[config.mk]
export PLATFORM = sky130hd
export DESIGN_NAME = alu_issue_ctrl
export DESIGN_NICKNAME = d
export VERILOG_FILES = /design/src/rtl/alu_issue_ctrl.sv
export SDC_FILE = /design/constraint.sdc
export NUM_CORES = 1
export LEC_CHECK = 0
export CELL_PAD_IN_SITES_DETAIL_PLACEMENT = 1
export CELL_PAD_IN_SITES_GLOBAL_PLACEMENT = 2
export CORE_MARGIN = 2
export CORE_UTILIZATION = 29
export DETAILED_ROUTE_END_ITERATION = 10
export MAX_ROUTING_LAYER = met4
export PLACE_DENSITY = 0.77
export SLEW_MARGIN = 20
export SYNTH_ARGS = -nofsm -noshare
export SYNTH_HDL_FRONTEND = slang
export SYNTH_SLANG_ARGS = --single-unit
export TNS_END_PERCENT = 50
[constraint.sdc]
create_clock -name clk -period 1.55 [get_ports clk]
set_input_delay 0.155 -clock clk [delete_from_list [all_inputs] [get_ports clk]]
set_output_delay 0.155 -clock clk [all_outputs]
set_load 0.03 [all_outputs]
[src/rtl/alu_issue_ctrl.sv]
// alu_issue_ctrl: issue controller in front of the ALU result mux.
// Accepts one op per cycle and decodes its class into the mux one-hot en.
// It sequences the multi-cycle shifter and returns a response pulse that lines
// up with the mux's registered output.
// Optional build macro ALU_ISSUE_PERF_EN adds the saturating perf_issued and
// perf_stall counters.
module alu_issue_ctrl #(
  parameter int unsigned SHIFT_LAT = 3,
  parameter int unsigned TAG_W     = 4
) (
  input  logic             clk,
  input  logic             rst,
  input  logic             req_valid,
  output logic             req_ready,
  input  logic [1:0]       req_class,
  input  logic [TAG_W-1:0] req_tag,
  output logic [2:0]       en,
  output logic             shift_start,
  output logic             resp_valid,
  output logic [TAG_W-1:0] resp_tag,
`ifdef ALU_ISSUE_PERF_EN
  output logic             resp_err,
  output logic [31:0]      perf_issued,
  output logic [31:0]      perf_stall
`else
  output logic             resp_err
`endif
);

  typedef enum logic [1:0] {
    IDLE  = 2'd0,
    EXEC  = 2'd1,
    SHIFT = 2'd2
  } state_t;

  localparam logic [1:0] CLS_ADD   = 2'b00;
  localparam logic [1:0] CLS_BOOL  = 2'b01;
  localparam logic [1:0] CLS_SHIFT = 2'b10;
  localparam logic [1:0] CLS_ILL   = 2'b11;

  state_t           state;
  logic [3:0]       cnt;
  logic [1:0]       cur_class;
  logic [TAG_W-1:0] cur_tag;
  logic             accept;
  logic             done;

  // Ready depends only on state/count so upstream never sees a valid->ready loop
  always_comb begin
    req_ready = (state != SHIFT) || (cnt == 4'd0);
    accept    = req_valid && req_ready;
    done      = (state == EXEC) || ((state == SHIFT) && (cnt == 4'd0));
  end

  // Main FSM; en/shift_start are computed one cycle early so they leave a flop
  always_ff @(posedge clk or posedge rst) begin
    if (rst) begin
      state       <= IDLE;
      cnt         <= '0;
      cur_class   <= '0;
      cur_tag     <= '0;
      en          <= '0;
      shift_start <= 1'b0;
    end else begin
      en          <= '0;
      shift_start <= 1'b0;
      if ((state == SHIFT) && (cnt != 4'd0)) begin
        // Shift still running: count down, raise en[2] for the final cycle
        cnt <= cnt - 4'd1;
        if (cnt == 4'd1)
          en <= 3'b100;
      end else if (accept) begin
        cur_class <= req_class;
        cur_tag   <= req_tag;
        if (req_class == CLS_SHIFT) begin
          state       <= SHIFT;
          cnt         <= 4'(SHIFT_LAT - 1);
          shift_start <= 1'b1;
          if (SHIFT_LAT == 1)
            en <= 3'b100;
        end else begin
          state <= EXEC;
          cnt   <= '0;
          case (req_class)
            CLS_ADD:  en <= 3'b001;
            CLS_BOOL: en <= 3'b010;
            default:  en <= 3'b000;
          endcase
        end
      end else begin
        state <= IDLE;
        cnt   <= '0;
      end
    end
  end

  // Response registered from the completing cycle, aligned with mux output
  always_ff @(posedge clk or posedge rst) begin
    if (rst) begin
      resp_valid <= 1'b0;
      resp_tag   <= '0;
      resp_err   <= 1'b0;
    end else begin
      resp_valid <= done;
      resp_tag   <= done ? cur_tag : '0;
      resp_err   <= (state == EXEC) && (cur_class == CLS_ILL);
    end
  end

`ifdef ALU_ISSUE_PERF_EN
  // Saturating counters of accepted ops and stalled request cycles
  always_ff @(posedge clk or posedge rst) begin
    if (rst) begin
      perf_issued <= '0;
      perf_stall  <= '0;
    end else begin
      if (accept && (perf_issued != '1))
        perf_issued <= perf_issued + 32'd1;
      if (req_valid && !req_ready && (perf_stall != '1))
        perf_stall <= perf_stall + 32'd1;
    end
  end
`endif

endmodule

* After elaboration in Yosys (flattened, before gate mapping) *
Index checks and enable logic that the tools add are counted.

word-level totals
  flip-flop bits (word level) = 22
  bits in latches = 0
  RAM bits = 0
  ROM bits = 0
  input port bits = 9
  output and inout port bits = 11
  word-level logic and storage cells = 42
  memories = 0

operators by class
  add/sub/neg operators = 1
  $mul = 0
  divide/modulo/power cells = 0
  magnitude comparators = 0
  eq/ne operators = 7
  shifts and indexed selects = 0
  mux-type cells = 14
  bitwise operators = 1
  reductions and logical operators = 10

operator list
  operator                                          number
  2-to-1 mux 4 bit                                  3
  2-to-1 mux 2 bit                                  5
  == test 2 bit, second input constant              3
  2-to-1 mux 3 bit                                  2
  == test 2 x 1 -> 1 bit, second input constant     2
  == test 4 x 1 -> 1 bit, second input constant     1
  logical AND 1 bit                                 4
  zero test 4 bit                                   1
  one-hot mux 2 bit (2 select lines)                1
  nonzero test 4 bit                                1
  subtractor 4 x 1 -> 4 bit, second input constant  1
  2-to-1 mux 1 bit                                  3
  zero test 2 bit                                   1
  logical OR 1 bit                                  2
  inequality test 2 bit, second input constant      1
  AND reduction 2 bit                               1
  NOT 1 bit                                         1

* Logic depth before layout (Yosys ltp) *
  depth in word-level cells = 5
  gate-level depth with buffers = 6
  gate-level depth less buffers = 5

* Least setup slack after synthesis *
Ideal clock, no wire load.

  path kind = register to register
  from = reg cnt[0]
  to = reg cur_class[0]
  setup time = 125 ps
  arrival = 1364 ps
  required time = 1425 ps
  path slack = 62 ps
  stages on the path, launching flop included = 6
  buffers on the path = 0
  period minus slack after synthesis = 1488 ps
  path through = dfrtp_1 -> inv_1 -> ha_1 -> nor3b_2 -> o21ai_4 -> mux2_2

between the ends
  longest elaborated chain between the ends = 4
  elaborated cells between the ends (all ways) = 7
  those cells by class = 1 x bitwise; 6 x reduce/logical

RTL lines
  item                                                          line    text
  start, declared                                               42      logic [3:0] cnt;
  start signal, assigned                                        69      cnt <= cnt - 4'd1;
  start signal, assigned                                        77      cnt <= 4'(SHIFT_LAT - 1);
  zero test 4 bit / nonzero test 4 bit (equally long branches)  50, 67
  logical OR 1 bit / logical AND 1 bit (equally long branches)  50, 67
  logical AND 1 bit / NOT 1 bit (equally long branches)         -
  AND reduction 2 bit (no line) (*)                             -
  end signal, assigned                                          73      cur_class <= req_class;
  end, declared                                                 43      logic [1:0] cur_class;

Mark *: on every way between the ends. The rest lies on a longest branch, timed or not.
A chain may end at the register's enable or synchronous reset.

* Worst setup path in the final report *
  from = reg cnt[0]
  to = out req_ready

between the ends
  longest elaborated chain between the ends = 2

RTL lines
  item              line  text
  zero test 4 bit   50    req_ready = (state != SHIFT) || (cnt == 4'd0);
  logical OR 1 bit  50
  end, declared     14    output logic req_ready,

No other way between the ends.

==> out/metrics.sh <==
SYNTH_AREA_PER_CELL_SQ_UM=14.03
PERIOD_SHARE=1.028
FINAL_AREA_SQ_UM=1267
FINALCLOCKSKEW_PS=1.816
DRT_FIRST_ITER_VIOLATIONS=9
HOLDBUFCOUNTCTS=0
DETAILED_PLACE_HPWL_UM=1164
GRT_PASS1_WL_UM=2925
SETUP_VIOL_COUNT_FINAL=7
TOP_ACHIEVABLE_CLOCK_SPEED_GHz=0.6274
DOMINANTREGCELLSYNTH='dfrtp_1'
PLACEMENT.CELL_AREA_SQ_UM=1107
DIODES=0
PLACEABLECOREAREA_SQ_UM=2805
PERIOD_MINUS_SLACK_PS=1594
DP_CELLS=114
FAILED_CHECKS='design-rule violations, negative setup slack'
SYNTH_CELL_TYPE_COUNT=22
YS_FF_LATCH=22
CAP_VIOLATIONS=0
CTS_BUFFERS=3
CLOCK_LATENCY_PS=290
SYNTH.AREA.TOP_CELLS='dfrtp_1 63%, mux2_2 7.8%, ha_1 4.3%'
DRIVE_GT1_FRAC=0.3298
DIE_Y_UM=58.76
ROUTE.VIAS.TOTAL=571
SYNTH_SEQUENTIAL_AREA_RATIO=0.6331
ROOT_BUFFER='clkbuf_4'
YOSYS.AREA.TOP_TYPE='dfrtp_1'
GRT_START_MAX_NET_PINS=23
WORST_R2R_STARTPOINT='cnt[0]'
POST-ROUTE-DRC-COUNT=3
ANTENNA_LEFT=0
FILLERINSTANCES=298
PATH_MAX_FANOUT=2
WORST_HOLD_PATH_TYPE='input pin to async pin'
POWER.LEAKAGE_nW=0.6025
WORST-R2R-SETUP-SLACK_PS=-40
RUN_STATUS='complete, but fails checks'
EDFF_COUNT_SYNTH=0
ASYNC_RESET_FF_FRAC=1.000
DR.PASS1.ITERS=7
CRITICAL_PATH_CLASS='flip-flop to output port'
GPL.FINAL_WEIGHTED_CONGESTION=0.7088
PLACEMENTROWS=19
GRTUSAGETOTAL=0.1200
SLEW_VIOL_FINAL=0
TIMING.FINAL.HOLD_VIOLATIONS=0
RR_ENDPOINT='cur_tag[3]'
RSZ0062_AT_GRT='true'
DESIGN.PORTCOUNT=20
FINALWIRELENGTH_UM=1783
WORST_SETUP_PATH_END_KIND='output port'
START_KIND='flip-flop'
CTS.HTREE.LEVELS=1
SYNTH.NET_COUNT=74
CRITICAL_PATH_ARRIVAL_PS=1440
YOSYS_WARNINGS=0
SYNTHESIZED_CELL_AREA_SQ_UM=869.6
FRACTION_OF_SYNTHESIZED_CELL_AREA_TAKEN_BY_THE_TOP_AREA_CELL_TYPE=0.6331
CTS.CLK_SLEW.WORST_PATHS_PS=110
SYNTH_COMMONEST_CELLS='22 x dfrtp_1, 6 x mux2_2, 5 x inv_1, 4 x and2_1, 4 x nor2_1'
NUMCLOCKSINKS=22
CLOCK_PATH_BUFFERS=2
PLACE_WS_PS=-47.17
FINISH.NET_COUNT=108
SYNTHCELLS=62
ROUTE.DETAILED.WL_PER_INST_UM=14.26
WORST-SLEW-PIN-TRANSITION_PS=430.6
SETUP-TNS-FINAL_PS=-273.6
COUNT_OF_PORT_BUFFERS_ADDED_DURING_PLACEMENT=19
YOSYS.CELL_COUNT.TOP_TYPE='dfrtp_1'
REG2REG_DEPTH=7
INITIAL_CORE_UTIL=0.3100
AREA_DELTA_SYNTH_FINAL_PCT=45.76
MAX-SLEW-MARGIN-REL=0.7098
TRITONCTS='yes'
GRT_PASS1_VIAS=596
OVERFLOW=0
VDD.IR_DROP.WORST_uV=255.2
VIA_PER_INST=4.568
CRIT_REQUIRED_PS=1390
P_TOTAL_mW=1.081
FP.DIEW_UM=58.76
POWER_DENSITY_nW_PER_UM2=853.1
FINALWORSTSETUPSLACK_PS=-43.84
DIE_OUTLINE_AREA_SQ_UM=3453
FINALNONFILLERCELLS=125
GRT_ANTENNA_BEFORE_REPAIR=0
[how the worst max path moves through the flow]
stage | startpoint | endpoint | slack (ps) | cells after the start
2_1_floorplan | cnt[0] | cur_class[0] | 60 | 5
3_3_place_gp | cnt[1] | req_ready | 10 | 5
3_5_place_dp | cnt[1] | req_ready | -50 | 5
4_1_cts | cnt[1] | req_ready | -50 | 5
5_1_grt | cnt[1] | req_ready | -150 | 5
6_report | cnt[0] | req_ready | -40 | 5
[power by group]
part	switching [mW]	internal [mW]
clock	0.150	0.0902
sequential	0.0160	0.611
combinational	0.0974	0.116
total	0.264	0.818
[flip-flops by register name, indices dropped and copies added, names as in the netlist]
signal	count
cnt	4
cur_class	2
cur_tag	4
en	3
resp_err	1
resp_tag	4
resp_valid	1
shift_start	1
state	2
[worst max-delay path: stages, from the launching register on]
cell	delay, ps
dfrtp_1	400
inv_2	90
ha_4	140
nor3b_4	220
or2_4	180
buf_6	130
[cells by family (layout without fill, tap and decap cells)]
kind of cell,Yosys count,in the layout,synth area share
adder cells (fa/ha/maj),3,3,0.04317
XOR/XNOR,2,2,0.02015
buffers and inverters,6,38,0.03453
multiplexers,6,6,0.07769
AND/OR/NAND/NOR,19,19,0.1396
flip-flops,22,22,0.6331
AO/OA/AOI/OAI,4,4,0.05181
[cells in the final DEF (no fill, tap or decap), types with 2 or more instances in the layout]
cell type	n
ha_1	2
buf_4	8
inv_2	2
xnor2_1	2
clkdlybuf4s50_1	18
dfrtp_1	22
inv_1	3
buf_6	3
clkbuf_4	3
mux2_4	6
and2_1	4
nor2_1	4
[stage by stage]
stage	hold slack [ps]	utilization
2_1_floorplan	144.2	-
3_3_place_gp	465.7	0.3947
3_5_place_dp	459.7	0.3947
4_1_cts	190.1	0.4416
5_1_grt	195.2	0.4518
6_report	183.5	0.4518
[area by class of cell]
type | instances | area (sq um) | area share
multi-input cells | 34 | 342.8 | 0.2705
flip-flops and latches | 22 | 550.5 | 0.4344
well taps | 31 | 38.79 | 0.03060
inverters | 5 | 18.77 | 0.01481
repair buffers | 30 | 294.0 | 0.2320
clock buffers | 3 | 22.52 | 0.01777
[layer usage]
| layer | share of wire | track usage | wire [um] |
|---|---|---|---|
| met5 | 0 | - | 0 |
| met4 | 0.013 | 0.04870 | 23 |
| met3 | 0.049 | 0.01538 | 88 |
| met2 | 0.52 | 0.2111 | 930 |
| met1 | 0.42 | 0.1369 | 740 |
[what timing repair did]
action / in CTS / in global routing
endpoints found under the setup margin: 7 / 10
setup buffers: 6 / 3
gates resized for setup: 14 / 3
pin swaps: 2 / 2
hold endpoints to repair: 0 / 0
Power figures use the tool's default switching activity.
